--- src/rtl/noc_test_sink.sv ---
// Receive-side NoC traffic checker: parses ejected flits into packets, checks dest/framing/length/payload, keeps stats.
// Latency: outputs registered one cycle after the accepting edge; flit_ready is combinational (~sink_stall, low in reset).
module noc_test_sink #(
    parameter logic [2:0] X_ID  = 3'd0,
    parameter logic [2:0] Y_ID  = 3'd0,
    parameter int         CNT_W = 16
) (
    input  logic             noc_clk,
    input  logic             noc_rst,
    input  logic             flit_valid,
    output logic             flit_ready,
    input  logic [31:0]      flit_data,
    input  logic             sink_stall,
    input  logic             clr_stats,
    output logic             pkt_done,
    output logic [CNT_W-1:0] pkt_cnt,
    output logic [CNT_W-1:0] flit_cnt,
    output logic [CNT_W-1:0] err_cnt,
    output logic [3:0]       err_flags,
    output logic [5:0]       last_src
);

    typedef enum logic {
        S_IDLE = 1'b0,
        S_BODY = 1'b1
    } state_t;

    localparam logic [1:0] T_BODY   = 2'b00;
    localparam logic [1:0] T_HEAD   = 2'b01;
    localparam logic [1:0] T_TAIL   = 2'b10;
    localparam logic [1:0] T_SINGLE = 2'b11;

    state_t           state_q, state_d;
    logic [9:0]       cur_seq_q, cur_seq_d;
    logic [7:0]       cur_len_q, cur_len_d;
    logic [19:0]      cur_idx_q, cur_idx_d;
    logic [5:0]       cur_src_q, cur_src_d;
    logic [CNT_W-1:0] pkt_cnt_q, flit_cnt_q, err_cnt_q;
    logic [3:0]       err_flags_q;
    logic [5:0]       last_src_q, last_src_d;
    logic             pkt_done_q;

    logic       xfer;
    logic [1:0] ftype;
    logic       is_head, is_single, is_body, is_tail;
    logic       complete;
    logic       e_dst, e_frm, e_len, e_pay;
    logic [3:0] flit_err;

    assign flit_ready = ~sink_stall & ~noc_rst;
    assign xfer       = flit_valid & flit_ready;
    assign ftype      = flit_data[31:30];
    assign is_head    = (ftype == T_HEAD);
    assign is_single  = (ftype == T_SINGLE);
    assign is_body    = (ftype == T_BODY);
    assign is_tail    = (ftype == T_TAIL);
    assign flit_err   = {e_pay, e_len, e_frm, e_dst};

    function automatic logic [CNT_W-1:0] sat_inc(input logic [CNT_W-1:0] v);
        if (&v) begin
            return v;
        end
        return v + {{(CNT_W-1){1'b0}}, 1'b1};
    endfunction

    always_comb begin
        state_d    = state_q;
        cur_seq_d  = cur_seq_q;
        cur_len_d  = cur_len_q;
        cur_idx_d  = cur_idx_q;
        cur_src_d  = cur_src_q;
        last_src_d = last_src_q;
        complete   = 1'b0;
        e_dst      = 1'b0;
        e_frm      = 1'b0;
        e_len      = 1'b0;
        e_pay      = 1'b0;
        if (xfer) begin
            if (is_head || is_single) begin
                // A head mid-packet abandons the old packet and resynchronises on the new one.
                e_frm = (state_q == S_BODY);
                e_dst = (flit_data[29:24] != {X_ID, Y_ID});
                if (is_single) begin
                    complete   = 1'b1;
                    last_src_d = flit_data[23:18];
                    e_len      = (flit_data[17:10] != 8'd0);
                    state_d    = S_IDLE;
                end else if (flit_data[17:10] != 8'd0) begin
                    cur_seq_d = flit_data[9:0];
                    cur_len_d = flit_data[17:10];
                    cur_idx_d = 20'd1;
                    cur_src_d = flit_data[23:18];
                    state_d   = S_BODY;
                end else begin
                    // A head announcing no following flits can never be closed: flag and drop it.
                    e_len   = 1'b1;
                    state_d = S_IDLE;
                end
            end else if (state_q == S_IDLE) begin
                e_frm = 1'b1;
            end else begin
                e_pay = (flit_data[29:20] != cur_seq_q) || (flit_data[19:0] != cur_idx_q);
                if (is_tail) begin
                    e_len      = (cur_idx_q != {12'd0, cur_len_q});
                    complete   = 1'b1;
                    last_src_d = cur_src_q;
                    state_d    = S_IDLE;
                end else if (is_body) begin
                    e_len     = (cur_idx_q == {12'd0, cur_len_q});
                    cur_idx_d = cur_idx_q + 20'd1;
                end
            end
        end
    end

    always_ff @(posedge noc_clk or posedge noc_rst) begin
        if (noc_rst) begin
            state_q     <= S_IDLE;
            cur_seq_q   <= '0;
            cur_len_q   <= '0;
            cur_idx_q   <= '0;
            cur_src_q   <= '0;
            pkt_cnt_q   <= '0;
            flit_cnt_q  <= '0;
            err_cnt_q   <= '0;
            err_flags_q <= '0;
            last_src_q  <= '0;
            pkt_done_q  <= 1'b0;
        end else begin
            state_q    <= state_d;
            cur_seq_q  <= cur_seq_d;
            cur_len_q  <= cur_len_d;
            cur_idx_q  <= cur_idx_d;
            cur_src_q  <= cur_src_d;
            last_src_q <= last_src_d;
            pkt_done_q <= complete;
            // Clear takes priority over any same-cycle transfer statistics.
            if (clr_stats) begin
                pkt_cnt_q   <= '0;
                flit_cnt_q  <= '0;
                err_cnt_q   <= '0;
                err_flags_q <= '0;
            end else begin
                if (xfer) begin
                    flit_cnt_q <= sat_inc(flit_cnt_q);
                end
                if (complete) begin
                    pkt_cnt_q <= sat_inc(pkt_cnt_q);
                end
                if (|flit_err) begin
                    err_cnt_q   <= sat_inc(err_cnt_q);
                    err_flags_q <= err_flags_q | flit_err;
                end
            end
        end
    end

    assign pkt_done  = pkt_done_q;
    assign pkt_cnt   = pkt_cnt_q;
    assign flit_cnt  = flit_cnt_q;
    assign err_cnt   = err_cnt_q;
    assign err_flags = err_flags_q;
    assign last_src  = last_src_q;

endmodule

--- config.mk ---
export PLATFORM = sky130hd
export DESIGN_NAME = noc_test_sink
export DESIGN_NICKNAME = d
export VERILOG_FILES = /design/src/rtl/noc_test_sink.sv
export SDC_FILE = /design/constraint.sdc
export NUM_CORES = 1
export LEC_CHECK = 0
export BUFFER_PORTS_ARGS = -buffer_cell sky130_fd_sc_hd__buf_2
export CAP_MARGIN = 40
export CORE_UTILIZATION = 34
export CTS_CLUSTER_SIZE = 24
export DETAILED_ROUTE_END_ITERATION = 8
export GPL_ROUTABILITY_DRIVEN = 0
export GPL_TIMING_DRIVEN = 0
export SLEW_MARGIN = 20
export SYNTH_ARGS = -nofsm -noshare
export SYNTH_HDL_FRONTEND = slang
export SYNTH_SLANG_ARGS = --single-unit
--- constraint.sdc ---
create_clock -name noc_clk -period 4.6 [get_ports noc_clk]
set_input_delay 0.69 -clock noc_clk [delete_from_list [all_inputs] [get_ports noc_clk]]
set_output_delay 0.69 -clock noc_clk [all_outputs]
set_load 0.03 [all_outputs]
# Word level (Yosys, flattened, before mapping)
# Index checks and enable logic that the tools add are counted.
word_totals:
  reg_bits: 104
  latch_bits: 0
  ram_bits: 0
  romBits: 0
  input_bits: 37
  output_inout_bits: 60
  elab_cells: 111
  memories: 0
op_classes:
  add_sub_neg: 4
  multipliers: 0
  div: 0
  n_lt_le_gt_ge: 0
  n_eq_ne: 14
  shifts: 0
  n_mux: 55
  bitwise: 6
  n_reduce_logical: 21
op_table:
  columns: ["operator", "n"]
  rows:
  - ["2-to-1 mux 16 bit", 9]
  - ["2-to-1 mux 20 bit", 6]
  - ["adder 16 x 1 -> 16 bit (second input constant)", 3]
  - ["AND reduction 16 bit", 3]
  - ["2-to-1 mux 1 bit", 34]
  - ["2-to-1 mux 6 bit", 4]
  - ["adder 20 x 1 -> 20 bit (second input constant)", 1]
  - ["equality test 20 x 8 -> 1 bit", 1]
  - ["inequality test 20 bit", 1]
  - ["inequality test 20 x 8 -> 1 bit", 1]
  - ["nonzero test 2 bit", 6]
  - ["inequality test 10 bit", 1]
  - ["inequality test 3 bit (second input constant)", 3]
  - ["2-to-1 mux 4 bit", 2]
  - ["AND reduction 4 bit", 2]
  - ["nonzero test 8 bit", 1]
  - ["AND reduction 2 bit", 3]
  - ["AND reduction 6 bit", 1]
  - ["nonzero test 6 bit", 1]
  - ["equality test 2 bit (second input constant)", 2]
  - ["inequality test 2 x 1 -> 1 bit (second input constant)", 2]
  - ["inequality test 2 bit (second input constant)", 2]
  - ["OR 4 bit", 1]
  - ["OR reduction 4 bit", 1]
  - ["5 further kinds", 9]

# Depth between registers and ports, before layout
logic_depth:
  depth_word: 12
  mapped_depth: 10
  depth_no_buf: 9

# Least setup slack after synthesis
# No wires, ideal clock.
synth_timing:
  path_kind: "input to register"
  startpoint: "input flit_data[30]"
  endpoint: "register err_cnt_q[3], in the netlist err_cnt[3]"
  setup_time_ps: 128
  t_arrival_ps: 2674
  t_required_ps: 4472
  path_slack_ps: 1798
  stages: 9
  path_buffers: 3
  path_cell_list: "buf_1 > clkbuf_1 > nand2_1 > ha_1 > nand3_1 > o2111a_2 > buf_2 > nor3_1 > mux2_1"
synth_between:
  elab_chain_len: 9
  word_cells_on_any_way: 20
  classes_between: "eq/ne: 3; mux: 12; reduce/logical: 5"
synth_rtl:
  columns: ["item", "line_no", "rtl"]
  rows:
  - ["start, declared", "12", "input logic [31:0] flit_data,"]
  - ["logical NOT 2 bit", "55", "assign is_body = (ftype == T_BODY);"]
  - ["2-to-1 mux 1 bit", "108", "end else if (is_body) begin"]
  - ["2-to-1 mux 1 bit", "103", "if (is_tail) begin"]
  - ["2-to-1 mux 1 bit", "99", "end else if (state_q == S_IDLE) begin"]
  - ["2-to-1 mux 1 bit", "79", "if (is_head || is_single) begin"]
  - ["2-to-1 mux 1 bit", "78", "if (xfer) begin"]
  - ["OR reduction 4 bit (*)", "150", "if (|flit_err) begin"]
  - ["nonzero test 2 bit (no line) (*)", null, null]
  - ["AND reduction 2 bit (no line) (*)", null, null]
  - ["end signal, assigned", "151", "err_cnt_q <= sat_inc(err_cnt_q);"]
  - ["end, declared", "38", "logic [CNT_W-1:0] pkt_cnt_q, flit_cnt_q, err_cnt_q;"]
# Every way passes the cells marked *; elsewhere a longest branch is shown, timed or not.
# A chain may end at the register's enable or synchronous reset.

# Worst setup path after layout
# Ends and elaborated chain as after synthesis.

==> results.toml <==
[status]
status = "finished, final reports clean"

[power_and_ir_drop]
power.internal_mw = 1.64
vdd_drop_max_mv = 0.163
pwr-share-clk = 0.381
p_leak_nw = 2.91
netSwitchingFraction = 0.262
seq_power_share = 0.476
switchingPower_mw = 0.581
power_mw = 2.22
p_comb_frac = 0.143
power_density_nw_per_um2 = 336

[placed_design]
dp_cells = 872
placed_area_um2 = 6280
hpwl_um = 10600
place.port_buffers = 95
preCtsSetupSlack_ns = 1.10

[setup_path]
worstSetupStartpoint = "flit_data[30]"
path_max_fanout = 10
r2r_start = "cur_idx_q[8]$_DFFE_PP0P_"
cp.required_ns = 4.84
end_kind = "register"
worstSetupStartpointType = "primary input"
worst-r2r-cell-count = 9
crit_type = "primary input to register"
arrival_ns = 3.37

[sta]
rsz0062_at_grt = "false"
setup_ws_ns = 1.47
finalSetupViolations = 0
finClkSkew_ns = 0.0106
setup-tns-final_ns = 0
finalCritPeriodShare = 0.681
fin_crit_ns = 3.13
fin_hold_ws_ns = 0.370
tightest_slew_ns = 0.775
hold_viol = 0
max_freq_mhz = 319
slew_headroom = 0.480
drv_slew = 0

[grt]
track_usage = 0.180
grt_start_max_net_pins = 66
grt_pass1_vias = 4373
grt_first_pass_wirelength_um = 23100
grt.overflow.total = 0
antenna_found_initial = 0

[floorplanning]
die_w_um = 129
rows = 46
core_um2 = 15800
initial_core_util = 0.348
die_height_um = 129
dieArea_um2 = 16700
ios = 97

[detailed_routing]
drt-total-wl_um = 14100
drc_errors = 0
firstDrtPassIters = 4
dr.first_iter.drc_count = 289
vias = 4554
wl_per_cell_um = 15.9
antenna_left = 0
routed_via_density = 5.13

[cells_and_area]
fin_area_um2 = 6610
mostFrequentLayoutCell = "dfrtp_1"
area_delta_synth_final_pct = 20.0
fill_cells = 1583
finalCoreUtilization = 0.417
nNetsFinal = 710
antenna_cells = 0
fin_cells = 887
drive_above_1_share = 0.224
layout_common_cells = "104 x dfrtp_1, 99 x buf_2, 67 x nor2_1"

[synth]
ys_seq_area_frac = 0.473
synth_cell_types = 48
ys_seq_elements = 104
avgSynthCellArea_um2 = 9.83
synth_area_um2 = 5510
async_flop_share = 1.00
yosys_warnings = 0
synthFlopType = "dfrtp_1"
syn_inst = 560
synth_edf_count = 0
syn_nets = 603

[cts]
clockBufferDepth = 2
path_clk_slew_ns = 0.07
numCtsBuffers = 9
root_buffer = "clkbuf_16"
ctsResizeCount = 0
cts_hold_buf = 0
cts_setup_buffers = 0
clock-sinks = 104
cts_htree_levels = 3
cts_tree = "done"
clk_latency_ns = 0.36

[run]
maxCapViolCount = 0

[hold_path]
min_path_type = "primary input to asynchronous set/reset pin"
[synth_stat cells, types with 8 or more instances]
cell type,n,area share
clkbuf_1,19,0.013
o21ai_0,35,0.032
nand4_1,18,0.020
dfrtp_1,104,0.47
nor2_1,67,0.046
xnor2_1,57,0.091
xor2_1,16,0.025
nand3_1,19,0.017
mux2i_1,8,0.015
a21oi_1,20,0.018
mux2_2,23,0.047
and3_1,13,0.015
nor4_1,10,0.011
or3_1,15,0.017
nand2_1,42,0.029
nor3_1,11,0.010
inv_1,13,0.0089
[sequential cells by signal, summed over array words and instances (netlist names)]
register and count:
cur_idx_q 20, cur_len_q 8, cur_seq_q 10, cur_src_q 6, err_cnt 16, err_flags 4, flit_cnt 16, last_src 6
pkt_cnt 16, pkt_done 1, state_q 1
[power groups by stage]
stage                     logic [mW]  registers (mW)  clock network, mW
after floorplan                0.192            1.09                  0
after detailed placement       0.321            1.07                  0
after global placement         0.312            1.07                  0
final                          0.317            1.06              0.846
after global routing           0.350            1.07              0.899
after CTS                      0.322            1.06              0.866
[worst paths after layout]
kind                                        endpoint  slack, ns
setup reg to reg              err_cnt[3]$_DFFE_PP0P_       1.91
max in group asynchronous  cur_idx_q[12]$_DFFE_PP0P_       3.58
setup / recovery              err_cnt[3]$_DFFE_PP0P_       1.47
min in group noc_clk         last_src[0]$_DFFE_PP0P_       0.47
hold reg to reg              last_src[0]$_DFFE_PP0P_       0.47
hold / removal              cur_idx_q[4]$_DFFE_PP0P_       0.37
[routing by layer]
metal  global-route usage  vias to the layer above  routed length [um]
li1                     -                     2182                   -
met5                    0                        -                   0
met2                0.282                      105                6700
met1                0.241                     2254                6460
met3               0.0359                       13                 645
met4               0.0775                        0                 248
[cells by family (layout without fill, tap and decap cells)]
kind of cell    count (synthesis)  after routing  share of synthesized area
fa+ha+maj                       6              6                     0.0136
compound gates                 74             74                     0.0796
simple gates                  228            228                      0.217
flops                         104            104                      0.473
mux                            36             36                     0.0718
xor+xnor                       73             73                      0.116
buf+inv                        39            150                     0.0289
[critical path, cell delays in order]
cell and delay [ns]:
buf_2 0.16, buf_1 0.52, clkbuf_1 0.43, nand2_1 0.11
ha_1 0.30, nand3_1 0.09, o2111a_2 0.28, buf_2 0.20
nor3_1 0.23, mux2_1 0.34
[layout make-up]
type | count | area [um2] | share of cell area
Multi-Input combinational cell | 417 | 2740 | 0.415
Sequential cell | 104 | 2600 | 0.394
Timing Repair Buffer | 96 | 503 | 0.0762
Tap cell | 216 | 270 | 0.0409
Clock buffer | 12 | 256 | 0.0388
Buffer | 26 | 110 | 0.0167
Clock inverter | 3 | 65.1 | 0.00985
Inverter | 13 | 53.8 | 0.00815
No activity file was read; power rests on OpenSTA's default activity.
